[config.mk]
export PLATFORM = sky130hd
export DESIGN_NAME = playback_sequencer
export DESIGN_NICKNAME = d
export VERILOG_FILES = /design/src/rtl/playback_sequencer.sv
export SDC_FILE = /design/constraint.sdc
export NUM_CORES = 1
export LEC_CHECK = 0
export ABC_AREA = 1
export CAP_MARGIN = 10
export CORE_MARGIN = 2
export CORE_UTILIZATION = 50
export CTS_BUF_LIST = sky130_fd_sc_hd__clkbuf_2
export DETAILED_ROUTE_END_ITERATION = 10
export HOLD_SLACK_MARGIN = 0.06
export PLACE_DENSITY = 0.83
export SETUP_SLACK_MARGIN = 0.4
export SKIP_LAST_GASP = 1
export SYNTH_ARGS = -nofsm -noshare
export SYNTH_HDL_FRONTEND = slang
export SYNTH_SLANG_ARGS = --single-unit
export TNS_END_PERCENT = 10
[constraint.sdc]
create_clock -name clk -period 2.91 [get_ports clk]
set_clock_uncertainty 0.2 [all_clocks]
set_input_delay 0.7275 -clock clk [delete_from_list [all_inputs] [get_ports clk]]
set_output_delay 0.7275 -clock clk [all_outputs]
set_load 0.03 [all_outputs]
[src/rtl/playback_sequencer.sv]
// playback_sequencer: reads song words from the note memory one at a time and
// holds each word on the tone generator inputs for a fixed duration, with a
// silent gap between notes. Supports pause, stop, looping and end detection.
//
// state  | meaning
// -------+--------------------------------------------------------------
// IDLE   | waiting for start; outputs silent
// REWIND | mem_rd_rst high for one cycle to rewind the read pointer
// FETCH  | mem_rd_en high for one cycle; timeout counter cleared
// WAIT   | waiting for mem_ready; end marker -> DONE, timeout -> IDLE
// PLAY   | current word driven on notes/shift for NOTE_CYCLES
// GAP    | silence for GAP_CYCLES, then advance to the next word
// DONE   | done pulse; restart if loop, else IDLE
module playback_sequencer #(
  parameter int DATA_WIDTH     = 10,
  parameter int NOTE_CYCLES    = 25_000_000,
  parameter int GAP_CYCLES     = 2_500_000,
  parameter int MAX_NOTES      = 64,
  parameter int TIMEOUT_CYCLES = 16,
  localparam int IDX_W         = (MAX_NOTES > 1) ? $clog2(MAX_NOTES) : 1
) (
  input  logic                  clk,
  input  logic                  rst,
  input  logic                  start,
  input  logic                  stop,
  input  logic                  pause,
  input  logic                  loop,
  output logic                  mem_rd_rst,
  output logic                  mem_rd_en,
  input  logic                  mem_ready,
  input  logic [DATA_WIDTH-1:0] mem_data,
  output logic [7:0]            notes,
  output logic [1:0]            shift,
  output logic [7:0]            leds,
  output logic                  busy,
  output logic                  done,
  output logic                  error,
  output logic [IDX_W-1:0]      note_idx
);

  // One counter times both the note and the gap, so it is sized for the longer.
  localparam int DUR_MAX = (NOTE_CYCLES > GAP_CYCLES) ? NOTE_CYCLES : GAP_CYCLES;
  localparam int DUR_W   = $clog2(DUR_MAX + 1);
  localparam int TO_W    = $clog2(TIMEOUT_CYCLES + 1);

  localparam logic [DUR_W-1:0] NOTE_LAST = DUR_W'(NOTE_CYCLES - 1);
  localparam logic [DUR_W-1:0] GAP_LAST  = DUR_W'(GAP_CYCLES - 1);
  localparam logic [TO_W-1:0]  TO_LAST   = TO_W'(TIMEOUT_CYCLES - 1);
  localparam logic [IDX_W-1:0] IDX_LAST  = IDX_W'(MAX_NOTES - 1);

  typedef enum logic [2:0] {
    IDLE   = 3'd0,
    REWIND = 3'd1,
    FETCH  = 3'd2,
    WAIT   = 3'd3,
    PLAY   = 3'd4,
    GAP    = 3'd5,
    DONE   = 3'd6
  } state_t;

  state_t            state_q, state_n;
  logic [DUR_W-1:0]  dur_q, dur_n;
  logic [TO_W-1:0]   to_q, to_n;
  logic [7:0]        hold_notes_q, hold_notes_n;
  logic [1:0]        hold_shift_q, hold_shift_n;
  logic [IDX_W-1:0]  idx_n;
  logic              error_n;
  logic [7:0]        notes_n;
  logic [1:0]        shift_n;
  logic              busy_n;
  logic              done_n;
  logic              rd_rst_n;
  logic              rd_en_n;

  // The word in memory is packed as {notes, shift}; shift==2'b11 marks song end.
  logic [7:0] word_notes;
  logic [1:0] word_shift;
  assign word_notes = mem_data[9:2];
  assign word_shift = mem_data[1:0];

  assign leds = notes;

  // Next-state logic plus the next value of every registered output.
  always_comb begin
    state_n      = state_q;
    dur_n        = dur_q;
    to_n         = to_q;
    hold_notes_n = hold_notes_q;
    hold_shift_n = hold_shift_q;
    idx_n        = note_idx;
    error_n      = error;

    if (stop) begin
      state_n      = IDLE;
      dur_n        = '0;
      to_n         = '0;
      hold_notes_n = '0;
      hold_shift_n = '0;
      idx_n        = '0;
    end else begin
      unique case (state_q)
        IDLE: begin
          if (start) begin
            state_n = REWIND;
            error_n = 1'b0;
            idx_n   = '0;
          end
        end
        REWIND: state_n = FETCH;
        FETCH: begin
          state_n = WAIT;
          to_n    = '0;
        end
        WAIT: begin
          if (mem_ready) begin
            if (word_shift == 2'b11) begin
              state_n = DONE;
            end else begin
              hold_notes_n = word_notes;
              hold_shift_n = word_shift;
              dur_n        = '0;
              state_n      = PLAY;
            end
          end else if (to_q == TO_LAST) begin
            error_n = 1'b1;
            state_n = IDLE;
          end else begin
            to_n = to_q + TO_W'(1);
          end
        end
        PLAY: begin
          if (!pause) begin
            if (dur_q == NOTE_LAST) begin
              dur_n        = '0;
              hold_notes_n = '0;
              hold_shift_n = '0;
              state_n      = GAP;
            end else begin
              dur_n = dur_q + DUR_W'(1);
            end
          end
        end
        GAP: begin
          if (!pause) begin
            if (dur_q == GAP_LAST) begin
              dur_n = '0;
              // Last slot: the index stays on the final word rather than wrapping.
              if (note_idx == IDX_LAST) begin
                state_n = DONE;
              end else begin
                idx_n   = note_idx + IDX_W'(1);
                state_n = FETCH;
              end
            end else begin
              dur_n = dur_q + DUR_W'(1);
            end
          end
        end
        DONE: begin
          if (loop) begin
            state_n = REWIND;
            idx_n   = '0;
          end else begin
            state_n = IDLE;
          end
        end
        default: state_n = IDLE;
      endcase
    end

    // Outputs are registered from the next state, so each strobe lines up with
    // the cycle spent in its state. REWIND and FETCH each last one cycle, which
    // gives one pulse per entry and keeps the two strobes mutually exclusive.
    rd_rst_n = (state_n == REWIND);
    rd_en_n  = (state_n == FETCH);
    done_n   = (state_n == DONE);
    busy_n   = (state_n != IDLE);
    notes_n  = '0;
    shift_n  = '0;
    if (state_n == PLAY && !pause) begin
      notes_n = hold_notes_n;
      shift_n = hold_shift_n;
    end
  end

  // State, counters and all outputs; reset clears everything asynchronously.
  always_ff @(posedge clk or posedge rst) begin
    if (rst) begin
      state_q      <= IDLE;
      dur_q        <= '0;
      to_q         <= '0;
      hold_notes_q <= '0;
      hold_shift_q <= '0;
      note_idx     <= '0;
      error        <= 1'b0;
      notes        <= '0;
      shift        <= '0;
      busy         <= 1'b0;
      done         <= 1'b0;
      mem_rd_rst   <= 1'b0;
      mem_rd_en    <= 1'b0;
    end else begin
      state_q      <= state_n;
      dur_q        <= dur_n;
      to_q         <= to_n;
      hold_notes_q <= hold_notes_n;
      hold_shift_q <= hold_shift_n;
      note_idx     <= idx_n;
      error        <= error_n;
      notes        <= notes_n;
      shift        <= shift_n;
      busy         <= busy_n;
      done         <= done_n;
      mem_rd_rst   <= rd_rst_n;
      mem_rd_en    <= rd_en_n;
    end
  end

endmodule

-- Word level (Yosys, flattened, before mapping)
Index checks and enable logic that the tools add are counted.
- add/subtract/negate cells: 3
- reductions and logical operators: 12
- multiply operators: 0
- multiplexer cells: 49
- shift-type cells: 0
- $lt $le $gt $ge: 0
- divide/modulo/power cells: 0
- eq/ne operators: 28
- bitwise logic cells: 1
- operators by type and width (cell ; count):
    $mux W25 ; 7
    $pmux W25 S3 ; 1
    $mux W8 ; 6
    $mux W6 ; 6
    $ne A3 B3 Y1 const B ; 10
    $mux W3 ; 9
    $add A25 B1 Y25 const B ; 1
    $eq A25 B22 Y1 const B ; 1
    $eq A25 B25 Y1 const B ; 1
    $pmux W3 S7 ; 1
    $pmux W6 S3 ; 1
    $pmux W8 S2 ; 1
    $eq A3 B3 Y1 const B ; 5
    $mux W5 ; 3
    $mux W2 ; 7
    $pmux W5 S2 ; 1
    $reduce_and A5 Y1 ; 2
    $eq A3 B2 Y1 const B ; 3
    $reduce_bool A4 Y1 ; 2
    $add A6 B1 Y6 const B ; 1
    $eq A3 B1 Y1 const B ; 2
    $eq A6 B6 Y1 const B ; 1
    $ne A2 B2 Y1 const B ; 3
    $reduce_and A6 Y1 ; 1
    13 further kinds ; 17
- bits in read-only memories: 0
- latch bits: 0
- RAM bits: 0
- memories: 0
- flip-flop bits (word level): 64

-- Logic depth before layout (Yosys ltp)
- depth after elaboration: 9
- depth in mapped cells: 13
- depth with buffers taken out: 13

-- Worst setup path before layout
OpenSTA, ideal clock, no wires.
- path type: input -> register
- start point: input port mem_data[1]
- end point: register notes[5] (netlist: leds[5])
- arrival time: 1.673 ns
- setup slack: 0.956 ns
- stages: 9
- cells stage by stage: inv_1 nand2_1 nand2_1 inv_2 buf_2 o21ai_2 o21bai_1 nand2_1 nor3_2
- longest elaborated chain between the ends: 8
- elaborated cells on any way between the ends: 12
- ends and longest elaborated chain (element ; line ; text):
    start: declaration ; 31 ; input logic [DATA_WIDTH-1:0] mem_data,
    $eq A2 B2 Y1 * ; 116 ; if (word_shift == 2'b11) begin
    $mux W2 ; 116 ;
    $mux W3 ; 115 ; if (mem_ready) begin
    $pmux W3 S7 ; 101 ; unique case (state_q)
    $mux W3 ; 93 ; if (stop) begin
    $eq A3 B3 Y1 ; 180 ; if (state_n == PLAY && !pause) begin
    $logic_and A1 B1 Y1 ; 180 ;
    $mux W8 * ; 180 ;
    net notes_n[5] ; 68 ; logic [7:0] notes_n;
    end signal: assignment ; 210 ; notes <= notes_n;
    end: declaration ; 32 ; output logic [7:0] notes,
Mark *: on every way through the listed nets, which the timed path passes. The rest lies on a longest branch.
A chain may end at the register's enable or synchronous reset.

-- Final worst setup path
- start point: register note_idx[1]
- end point: output port note_idx[1]
- RTL lines (element ; line ; text):
    start: declaration ; 38 ; output logic [IDX_W-1:0] note_idx
    start signal: assignment ; 208 ; note_idx <= idx_n;
No word-level cell between the ends.

==> impl_metrics.json <==
{
  "grt_usage_pct": 22.4,
  "busiest_layer": "met2",
  "clk_latency_ns": 0.53,
  "first_iter_violations": 179,
  "drt-total-wl_um": 8940,
  "hold_end": "error",
  "max_clock_freq_mhz": 392,
  "die_h_um": 91.9,
  "cts_max_level": 3,
  "clkSinkCount": 64,
  "dp_cells": 632,
  "first_pass_iters": 4,
  "drive_gt1_share_pct": 16.8,
  "cp_num_buf_inv": 1,
  "placement_rows": 32,
  "fp.dieW_um": 91.9,
  "min_path_cells": 2,
  "r2r-end": "dur_q[18]",
  "final-instance-count-excl-fill": 648,
  "post-route-drc-count": 0,
  "clockRootBuffer": "clkbuf_2",
  "hold_viol": 0,
  "ioPinCount": 46,
  "gp_congestion": 0.932,
  "core_area_um2": 7610,
  "grt_pass1_vias": 3353,
  "hpwl_um": 6800,
  "arrival_ns": 1.63,
  "antenna_found_initial": 0,
  "synth-seq-cells": 64,
  "rsz0062_at_grt": "true",
  "hold_start": "error",
  "path_cells": "clkdlybuf4s50_1",
  "grt_pass1_wl_um": 15100,
  "path_max_fanout": 4,
  "whs_ns": 0.329,
  "ys_types": 38,
  "synth-warning-count": 0,
  "cts_hold_buf": 0,
  "worst-endpoint-required_ns": 1.98,
  "cts_setup_buffers": 0,
  "p_leak_uw": 0.00213,
  "clk_transition_reported_paths_ns": 0.18,
  "period_needed_ns": 2.55,
  "startpoint_type": "flip-flop",
  "hold_path.class": "reg -> reg",
  "use_met3_pct": 5.92,
  "syn_nets": 515,
  "postSynth.asyncResetShare_pct": 100,
  "end_kind": "output port",
  "tightest_slew_ns": 0.554,
  "via_per_inst": 5.17,
  "critPathMaxStageDelay_ns": 0.69,
  "ys_seq_area_share_pct": 41.5,
  "antenna_cells": 0,
  "cpLargestDelayFamily": "buffers and inverters",
  "critPathKind": "reg -> out",
  "synth_cells": 494,
  "dieArea_um2": 8440,
  "vdd_ir_drop_max_uv": 299,
  "reg2reg_slack_ns": 0.62,
  "slowest_stage": "clkdlybuf4s50_1",
  "vias": 3352,
  "tritoncts": "done",
  "finalCritPeriodShare_pct": 87.7,
  "slew_violations": 0,
  "cts_buffers": 9,
  "final_antenna_net_count": 0,
  "cts_resized": 2,
  "setup_viol": 0,
  "grt_use_met1_pct": 28.5,
  "nNetsFinal": 562,
  "status": "finished, final reports clean",
  "grt_max_degree": 43,
  "area_growth_pct": 17.6,
  "drt-wirelength-per-cell_um": 13.8,
  "synth_edf_count": 0,
  "r2r.worst_path.cells": 11,
  "cts.path.max_buffers": 2,
  "p_per_area_nw_per_um2": 412,
  "rr_startpoint": "dur_q[0]",
  "tns_ns": 0,
  "overflow": 0,
  "relSlewSlack_pct": 63.0,
  "syn_avg_cell_area_um2": 7.82,
  "synth_area_um2": 3860,
  "synth_top_flop_cell": "dfrtp_1",
  "maxCapViolations": 0,
  "initial_core_util_pct": 50.8,
  "portBuffers": 45,
  "use_met2_pct": 37.8
}
## per-layer routing
metal	wire length (um)	share of wire [%]
met1	4010	45
met2	4410	49
met3	380	4.2
met4	137	1.5
met5	0	0
## logic make-up after synthesis
kind of cell	synth area share, %
flops	41.5
buf+inv	9.98
fa+ha+maj	1.30
xor+xnor	1.59
simple gates	34.9
compound gates	10.8
## cell usage in the layout, fill, tap and decap left out, types with 3 or more instances in the layout
cell type	n
nand2_1	109
nand2_2	10
nor3_2	13
ha_1	4
nand3_2	3
nand2_4	3
a22oi_1	4
o21ai_2	6
nand3_1	40
xor2_1	7
clkinv_4	4
nor2_1	49
buf_4	5
a21oi_1	14
dfrtp_1	64
clkbuf_2	9
and3_1	6
o21ai_0	7
o21ai_1	13
nor2_2	5
o21bai_1	11
inv_2	18
clkdlybuf4s50_1	41
nor2_4	5
nor3_1	8
inv_1	50
o21a_1	3
nand4_1	12
## state kept, by name, indices dropped and copies added (netlist names)
name / count
dur_q: 25
hold_notes_q: 8
leds: 8
note_idx: 6
to_q: 5
state_q: 3
hold_shift_q: 2
shift: 2
busy: 1
done: 1
error: 1
mem_rd_en: 1
mem_rd_rst: 1
## cells in the mapped netlist, drive strengths merged (4+ instances only)
library cell,number,area (um2)
a21oi,16,87.6
a22oi,4,30.0
and3,6,37.5
buf,15,110
dfrtp,64,1600
ha,4,50.1
inv,69,259
nand2,122,505
nand3,45,265
nand4,12,75.1
nor2,59,272
nor3,22,186
o21ai,26,153
o21bai,11,82.6
xor2,7,61.3
## worst max path at each step
stage / startpoint / endpoint / slack (ns) / cells after the start
detailed placement: mem_ready / dur_q[16] / 0.11 / 11
finish: note_idx[1] / note_idx[1] / 0.36 / 1
floorplan: mem_data[1] / leds[5] / 0.96 / 9
CTS: note_idx[5] / note_idx[5] / 0.30 / 1
global route: note_idx[1] / note_idx[1] / 0.27 / 1
global placement: mem_ready / dur_q[16] / 0.21 / 11
## worst min-delay path, cell delays in order (launching register included)
cell	delay, ns
dfrtp_1	0.39
nand2_1	0.05
o21ai_0	0.06
## power breakdown
group / switching, uW / internal (uW) / total [uW]
Sequential: 19.2 / 910 / 929
Clock: 366 / 295 / 661
Combinational: 190 / 91.3 / 281
## per-stage QoR
| stage | area (um2) | util [%] | total power (uW) | worst slack [ns] |
|---|---|---|---|---|
| after floorplan | 3870 | - | 1130 | 0.956 |
| after global placement | 4390 | 57.7 | 1220 | 0.205 |
| after detailed placement | 4390 | 57.7 | 1230 | 0.105 |
| after CTS | 4540 | 59.7 | 1890 | 0.298 |
| after global routing | 4540 | 59.7 | 1960 | 0.269 |
| final | 4540 | 59.7 | 1870 | 0.357 |
## cell type report
type | instances | area (um2)
inverters | 72 | 279
repair buffers | 51 | 510
multi-input cells | 343 | 1880
fillers | 700 | 3060
well taps | 102 | 128
flip-flops and latches | 64 | 1600
clock inverters | 7 | 104
clock buffers | 9 | 45.0
Power figures use the tool's default switching activity.
